### config.mk
export PLATFORM = sky130hd
export DESIGN_NAME = piso_serializer
export DESIGN_NICKNAME = d
export VERILOG_FILES = /design/src/rtl/piso_pkg.sv /design/src/rtl/piso_shift_core.sv /design/src/rtl/piso_serializer.sv
export SDC_FILE = /design/constraint.sdc
export NUM_CORES = 1
export LEC_CHECK = 0
export CAP_MARGIN = 20
export CORE_AREA = 2 2 39 41
export DETAILED_ROUTE_END_ITERATION = 7
export DIE_AREA = 0 0 41 43
export GPL_ROUTABILITY_DRIVEN = 0
export PLACE_DENSITY = 0.65
export SETUP_SLACK_MARGIN = 0.1
export SLEW_MARGIN = 25
export SYNTH_ARGS = -nofsm -noshare
export SYNTH_HDL_FRONTEND = slang
export SYNTH_SLANG_ARGS = --single-unit
### constraint.sdc
create_clock -name clock -period 1.2 [get_ports clock]
set_input_delay 0.24 -clock clock [delete_from_list [all_inputs] [get_ports clock]]
set_output_delay 0.24 -clock clock [all_outputs]
set_load 0.05 [all_outputs]
### src/rtl/piso_pkg.sv
`default_nettype none
// +----------------------------------------------------------------------+
// | piso_pkg : shared types and helpers for the PISO serializer           |
// | Revision : 1.0                                                        |
// +----------------------------------------------------------------------+
package piso_pkg;

    localparam int c_DEFAULT_WIDTH = 4;

    typedef enum logic [0:0] {
        IDLE  = 1'b0,
        SHIFT = 1'b1
    } piso_state_t;

    // Counter width able to hold 0..width (parity cycle needs the extra code)
    function automatic int cnt_w(input int width);
        return $clog2(width + 1);
    endfunction

endpackage
`default_nettype wire

### src/rtl/piso_shift_core.sv
`default_nettype none
// +----------------------------------------------------------------------+
// | piso_shift_core : shift register, bit counter and load/shift datapath |
// | Revision : 1.0                                                        |
// +----------------------------------------------------------------------+
module piso_shift_core #(
    parameter int WIDTH     = 4,
    parameter bit MSB_FIRST = 1'b1,
    parameter int CNT_W     = 3
) (
    input  logic             clk,
    input  logic             rst,
    input  logic             i_load,
    input  logic             i_shift,
    input  logic [WIDTH-1:0] i_data,
    output logic             o_bit,
    output logic [CNT_W-1:0] o_count
);

    logic [WIDTH-1:0] r_shreg;
    logic [CNT_W-1:0] r_count;
    logic [WIDTH-1:0] w_shifted;

    generate
        if (MSB_FIRST) begin : g_msb_first
            assign w_shifted = {r_shreg[WIDTH-2:0], 1'b0};
            assign o_bit     = r_shreg[WIDTH-1];
        end else begin : g_lsb_first
            assign w_shifted = {1'b0, r_shreg[WIDTH-1:1]};
            assign o_bit     = r_shreg[0];
        end
    endgenerate

    always_ff @(posedge clk) begin
        if (rst) begin
            r_shreg <= '0;
            r_count <= '0;
        end else if (i_load) begin
            r_shreg <= i_data;
            r_count <= '0;
        end else if (i_shift) begin
            r_shreg <= w_shifted;
            r_count <= r_count + CNT_W'(1);
        end
    end

    assign o_count = r_count;

endmodule
`default_nettype wire

### src/rtl/piso_serializer.sv
`default_nettype none
// +----------------------------------------------------------------------+
// | piso_serializer : valid/ready parallel-in, serial-out transmitter     |
// | Optional macro PARITY_BIT_EN appends an even-parity bit to each word  |
// | Revision : 1.0                                                        |
// +----------------------------------------------------------------------+
module piso_serializer
    import piso_pkg::*;
#(
    parameter int WIDTH     = c_DEFAULT_WIDTH,
    parameter bit MSB_FIRST = 1'b1
) (
    input  logic             clock,
    input  logic             reset,
    input  logic [WIDTH-1:0] data_in,
    input  logic             load_valid,
    output logic             load_ready,
    output logic             serial_out,
    output logic             frame,
    output logic             done
);

    localparam int c_CNT_W = cnt_w(WIDTH);
`ifdef PARITY_BIT_EN
    localparam logic [c_CNT_W-1:0] c_LAST = c_CNT_W'(WIDTH);
`else
    localparam logic [c_CNT_W-1:0] c_LAST = c_CNT_W'(WIDTH - 1);
`endif

    piso_state_t        r_state;
    piso_state_t        w_state_nxt;
    logic [c_CNT_W-1:0] w_count;
    logic               w_core_bit;
    logic               w_tx_bit;
    logic               w_busy;
    logic               w_at_last;
    logic               w_accept;
    logic               w_shift;

    piso_shift_core #(
        .WIDTH     (WIDTH),
        .MSB_FIRST (MSB_FIRST),
        .CNT_W     (c_CNT_W)
    ) u_core (
        .clk     (clock),
        .rst     (reset),
        .i_load  (w_accept),
        .i_shift (w_shift),
        .i_data  (data_in),
        .o_bit   (w_core_bit),
        .o_count (w_count)
    );

`ifdef PARITY_BIT_EN
    logic r_parity;

    always_ff @(posedge clock) begin
        if (reset) begin
            r_parity <= 1'b0;
        end else if (w_accept) begin
            r_parity <= ^data_in;
        end
    end

    // The parity bit occupies the final count slot after all data bits
    assign w_tx_bit = w_at_last ? r_parity : w_core_bit;
`else
    assign w_tx_bit = w_core_bit;
`endif

    always_ff @(posedge clock) begin
        if (reset) begin
            r_state <= IDLE;
        end else begin
            r_state <= w_state_nxt;
        end
    end

    always_comb begin
        w_state_nxt = r_state;
        w_busy      = (r_state == SHIFT);
        w_at_last   = (w_count == c_LAST);
        load_ready  = !w_busy || w_at_last;
        w_accept    = load_valid && load_ready;
        w_shift     = w_busy && !w_at_last;
        frame       = w_busy;
        done        = w_busy && w_at_last;
        serial_out  = w_busy ? w_tx_bit : 1'b0;

        case (r_state)
            IDLE:    if (w_accept) w_state_nxt = SHIFT;
            SHIFT:   if (w_at_last && !w_accept) w_state_nxt = IDLE;
            default: w_state_nxt = IDLE;
        endcase
    end

endmodule
`default_nettype wire
==> impl_metrics.yaml, run 1 <==
global_route:
  grtUsageTotal_pct: 11.5
  grt_max_degree: 9
  overflow: 0
  grt_pass1_wl_um: 1360
  antenna_found_initial: 0
  grt_pass1_vias: 341
synth:
  syn_avg_cell_area_sq_um: 9.56
  yosys_warnings: 0
  ys_ff_latch: 8
  synth_seq_area_share_pct: 43.0
  syn-cell-area_sq_um: 373
  syn_inst: 39
  syn_nets: 48
  yosysUniqueCellTypes: 17
drt:
  first_pass_iters: 4
  drcViolationCount: 0
  ant_nets: 0
  via_per_inst: 4.54
  vias: 354
  wirelength_um: 891
  post_drt_wl_per_cell_um: 11.4
  initialDrtViolationCount: 5
cells_and_area:
  n_fill_cell: 132
  n_antenna_cell: 0
  fin_area_sq_um: 723
  nets: 73
  syn_to_final_growth_pct: 94.0
  multi_input_area_sq_um: 256
  layout-drive-gt1-share_pct: 54.8
  mostFrequentLayoutCell: "buf_4"
  mostFrequentLayoutCells: "buf_4 (9), clkdlybuf4s50_1 (6), dfxtp_1 (5)"
  post-route-util_pct: 52.3
  seq_area_sq_um: 166
  layout.cells.non_filler: 78
setup_path:
  critPathArrivalTime_ns: 1.24
  slowest_delay_ns: 0.33
  path_common_cell: "ha_4"
  critPathLaunchType: "flop"
  crit_chain: "ha_4, ha_4, nor2b_4, inv_6, buf_8"
  path_class: "flop to output port"
  slowest_stage: "dfxtp_2"
  cp_num_cells: 5
  critPathTopFamily: "flip-flops"
  cp.required_ns: 0.96
  critPathMaxFanout: 2
  worst_r2r_path_depth: 7
  cp-end-kind: "output port"
  path_buf_inv: 2
placement:
  dpl_cell_area_sq_um: 599
  placement.io_buffers: 10
  preCtsSetupSlack_ns: -0.122
  placed_cells: 69
  hpwl_um: 607
power:
  p_seq_share_pct: 42.7
  p_int_mw: 0.510
  total_power_mw: 0.697
  power.leakage_nw: 0.294
  power.share.switching_pct: 26.8
  power_switching_mw: 0.187
  ir_worst_vdd_mv: 0.541
  combPwrFrac_pct: 28.2
  p_clk_share_pct: 29.1
  p_per_area_nw_per_um2: 964
timing:
  hold_violations: 0
  rsz0062_at_grt: "true"
  relSlewSlack_pct: 77.5
  max_clock_freq_mhz: 678
  tightest_slew_ns: 0.336
  fin_crit_sh_pct: 123
  finalMaxSlewViolations: 0
  skew_ns: 0.00595
  hold_slack_ns: 0.522
  finalSetupViolCount: 10
  min_period_ns: 1.48
  fin_ws_ns: -0.276
  fin_tns_setup_ns: -1.86
die:
  start_util_pct: 26.9
  num_rows: 14
  ios: 11
  die_height_um: 43
  core-area_sq_um: 1380
  die-width_um: 41
  dieArea_sq_um: 1760
clock_network:
  htreeDepth: 1
  clock_sinks: 8
  hold_buffers: 0
  clockBufferDepth: 2
  cts-root-buf: "clkbuf_4"
  cts_tree: "yes"
  clk_latency_ns: 0.25
  cts_made_buffers: 3
  path_clk_slew_ns: 0.06
worst_hold_path:
  hold_depth: 2
  min_path_type: "flop to flop"
flow_run:
  maxCapViolations: 0
outcome:
  violations: "negative setup slack"
  status: "finished, violations left"
==> worst reg2reg max path: cells and delay by family (launching register included) <==
family,cells,cell delay (ns)
AND/OR/NAND/NOR,2,0.35
buffers and inverters,2,0.24
flip-flops,1,0.35
AO/OA/AOI/OAI,1,0.13
adder cells (fa/ha/maj),2,0.27
==> worst paths after layout <==
| check | start | slack (ns) | end |
|---|---|---|---|
| hold reg to reg | u_core.r_shreg[2] | 0.52 | u_core.r_shreg[3] |
| hold / removal | u_core.r_shreg[2] | 0.52 | u_core.r_shreg[3] |
| setup / recovery | u_core.o_count[0] | -0.28 | load_ready |
| setup reg to reg | u_core.o_count[0] | -0.21 | u_core.o_count[2] |
==> kinds of logic after synthesis <==
kind of cell    Yosys count  synth area share (%)
compound gates            6                  10.1
fa+ha+maj                 2                  6.71
buf+inv                   4                  6.04
mux                       4                  10.7
simple gates             15                  23.5
flops                     8                  43.0
==> layer usage <==
layer / track usage [%] / up-vias / part of all wire, %
met2: 18.4 / 14 / 53
met3: 3.14 / 0 / 5.8
met4: 4.00 / 0 / 0
met1: 13.9 / 162 / 41
met5: 0 / - / 0
li1: - / 178 / -
==> sequential cells by signal, summed over array words and instances (netlist names) <==
name and flops:
u_core.r_shreg 4, u_core.o_count 3, frame 1
==> layout make-up <==
class / count / share of cell area, %
sequential: 8 / 23.0
multi-input combinational: 27 / 35.5
inverter: 2 / 1.73
clock buffer: 3 / 3.11
timing repair buffer: 22 / 33.9
tap: 16 / 2.77
==> power groups by stage <==
stage / sequential, mW / clock [mW] / combinational, mW
3_3_place_gp: 0.301 / 0 / 0.148
4_1_cts: 0.298 / 0.212 / 0.187
5_1_grt: 0.300 / 0.223 / 0.210
3_5_place_dp: 0.302 / 0 / 0.150
2_1_floorplan: 0.306 / 0 / 0.0695
6_report: 0.298 / 0.203 / 0.196
==> cells in the mapped netlist <==
| cell type | n | area [sq um] |
|---|---|---|
| inv_1 | 1 | 3.75 |
| inv_2 | 1 | 3.75 |
| clkbuf_1 | 1 | 3.75 |
| nor2b_4 | 1 | 13.8 |
| nand2b_1 | 2 | 12.5 |
| buf_6 | 1 | 11.3 |
| nand3b_1 | 2 | 15.0 |
| or3_1 | 1 | 6.26 |
| a211oi_1 | 3 | 22.5 |
| nor3_1 | 1 | 5.00 |
| mux2i_1 | 4 | 40.0 |
| nand2_1 | 1 | 3.75 |
| and2_1 | 2 | 12.5 |
| a21oi_1 | 3 | 15.0 |
| ha_1 | 2 | 25.0 |
| dfxtp_1 | 8 | 160 |
| nor2_1 | 5 | 18.8 |
==> timing repair <==
item / CTS / global route
setup buffers: 4 / 2
endpoints found under the setup margin: 11 / 12
pin swaps: 3 / 2
resized for setup: 14 / 1
gates cloned: 0 / 0
Power figures use the tool's default switching activity.
==> inputs of run 2 (changes only) <==
- PLACE_DENSITY: 0.65 -> 0.57
==> run 2 against run 1 <==
The run still ends with negative setup slack left. Critical endpoint unchanged. Fmax is 0.32% higher. Sequential cell count unchanged. Non-clock buffer count down 5. Worst hold slack worse by 0.013 ns.
==> impl_metrics.yaml, run 2 (same netlist as run 1, synthesis figures left out) <==
outcome:
  status: "finished, violations left"
  violations: "negative setup slack"
timing:
  finalMaxSlewViolations: 0
  finalSetupViolCount: 10
  fin_ws_ns: -0.271
  max_clock_freq_mhz: 680
  tightest_slew_ns: 0.381
  skew_ns: 0.00559
  hold_violations: 0
  rsz0062_at_grt: "true"
  relSlewSlack_pct: 74.5
  fin_crit_sh_pct: 123
  min_period_ns: 1.47
  fin_tns_setup_ns: -1.28
drt:
  initialDrtViolationCount: 3
  post_drt_wl_per_cell_um: 10.2
  drcViolationCount: 0
  vias: 325
  via_per_inst: 4.45
  first_pass_iters: 3
  wirelength_um: 742
  ant_nets: 0
setup_path:
  critPathArrivalTime_ns: 1.23
  critPathLaunchType: "flop"
  path_class: "flop to output port"
  cp.required_ns: 0.96
  critPathMaxFanout: 2
  cp-end-kind: "output port"
cells_and_area:
  mostFrequentLayoutCells: "buf_4 (7), clkdlybuf4s50_1 (6), dfxtp_1 (5)"
  nets: 68
  mostFrequentLayoutCell: "buf_4"
  largest_register_ffs: 4
  fin_area_sq_um: 657
  n_fill_cell: 134
  max_flop_register: "u_core.r_shreg"
  layout-drive-gt1-share_pct: 50.9
  syn_to_final_growth_pct: 76.2
  n_antenna_cell: 0
die:
  start_util_pct: 26.9
  core-area_sq_um: 1380
  die-width_um: 41
  ios: 11
  die_height_um: 43
  dieArea_sq_um: 1760
  num_rows: 14
placement:
  preCtsSetupSlack_ns: -0.246
  hpwl_um: 540
  placement.io_buffers: 10
  dpl_cell_area_sq_um: 579
global_route:
  use_met2_pct: 15.3
  overflow: 0
  grt_util_met1_pct: 14.2
  antenna_found_initial: 0
  grt_max_degree: 9
  grtUsageTotal_pct: 11.2
  grt_pass1_wl_um: 1320
  grtUsageMet3_pct: 7.85
  grt_pass1_vias: 306
  grt.busiest_layer: "met2"
clock_network:
  cts_made_buffers: 3
  htreeDepth: 1
  clockBufferDepth: 2
  path_clk_slew_ns: 0.06
  hold_buffers: 0
  clock_sinks: 8
  cts_tree: "yes"
  clk_latency_ns: 0.25
  cts-root-buf: "clkbuf_4"
power:
  ir_worst_vdd_mv: 0.788
  power.leakage_nw: 0.261
  p_per_area_nw_per_um2: 1010
  total_power_mw: 0.662
worst_hold_path:
  min_path_type: "flop to flop"
flow_run:
  maxCapViolations: 0
[run 2: stage by stage]
| step | hold slack, ns | std cells | util, % |
|---|---|---|---|
| after floorplan | 0.435 | 39 | - |
| after global placement | 0.495 | 68 | 41.9 |
| after detailed placement | 0.493 | 68 | 41.9 |
| after CTS | 0.514 | 73 | 47.5 |
| after global routing | 0.528 | 73 | 47.5 |
| final | 0.509 | 73 | 47.5 |
[run 2: path summary, 6_finish.rpt]
| path | from | to | slack [ns] | cells past startpoint |
|---|---|---|---|---|
| max | u_core.o_count[0] | load_ready | -0.27 | 5 |
| min | u_core.r_shreg[1] | u_core.r_shreg[2] | 0.51 | 2 |
| max reg2reg | u_core.o_count[0] | u_core.o_count[2] | -0.21 | 7 |
| min reg2reg | u_core.r_shreg[1] | u_core.r_shreg[2] | 0.51 | 2 |
[run 2: per-layer routing]
metal	wire [um]	share of wire (%)
met1	327	44
met2	365	49
met3	48	6.5
met4	0	0
met5	0	0
[run 2: critical path, cell delays in order (launching register included)]
cell and delay (ns):
dfxtp_2 0.33, ha_4 0.16, ha_4 0.16, nor2b_4 0.16, inv_6 0.04, buf_8 0.14
[run 2: area by class of cell]
cell class	instances	area, sq um	share of cell area (%)
Tap cell	16	20.0	3.05
Inverter	2	12.5	1.90
Timing Repair Buffer	17	188	28.6
Clock buffer	3	22.5	3.43
Sequential cell	8	166	25.3
Multi-Input combinational cell	27	248	37.7
[run 2: repair_timing]
item	in CTS	in global routing
pin swaps	4	0
setup endpoints to repair	11	11
setup buffers	2	0
gates resized for setup	12	0
[run 2: report_power, final]
part,internal (mW),switching [mW]
Sequential,0.283,0.0138
Clock,0.114,0.0878
Combinational,0.0903,0.0731
Total,0.488,0.175
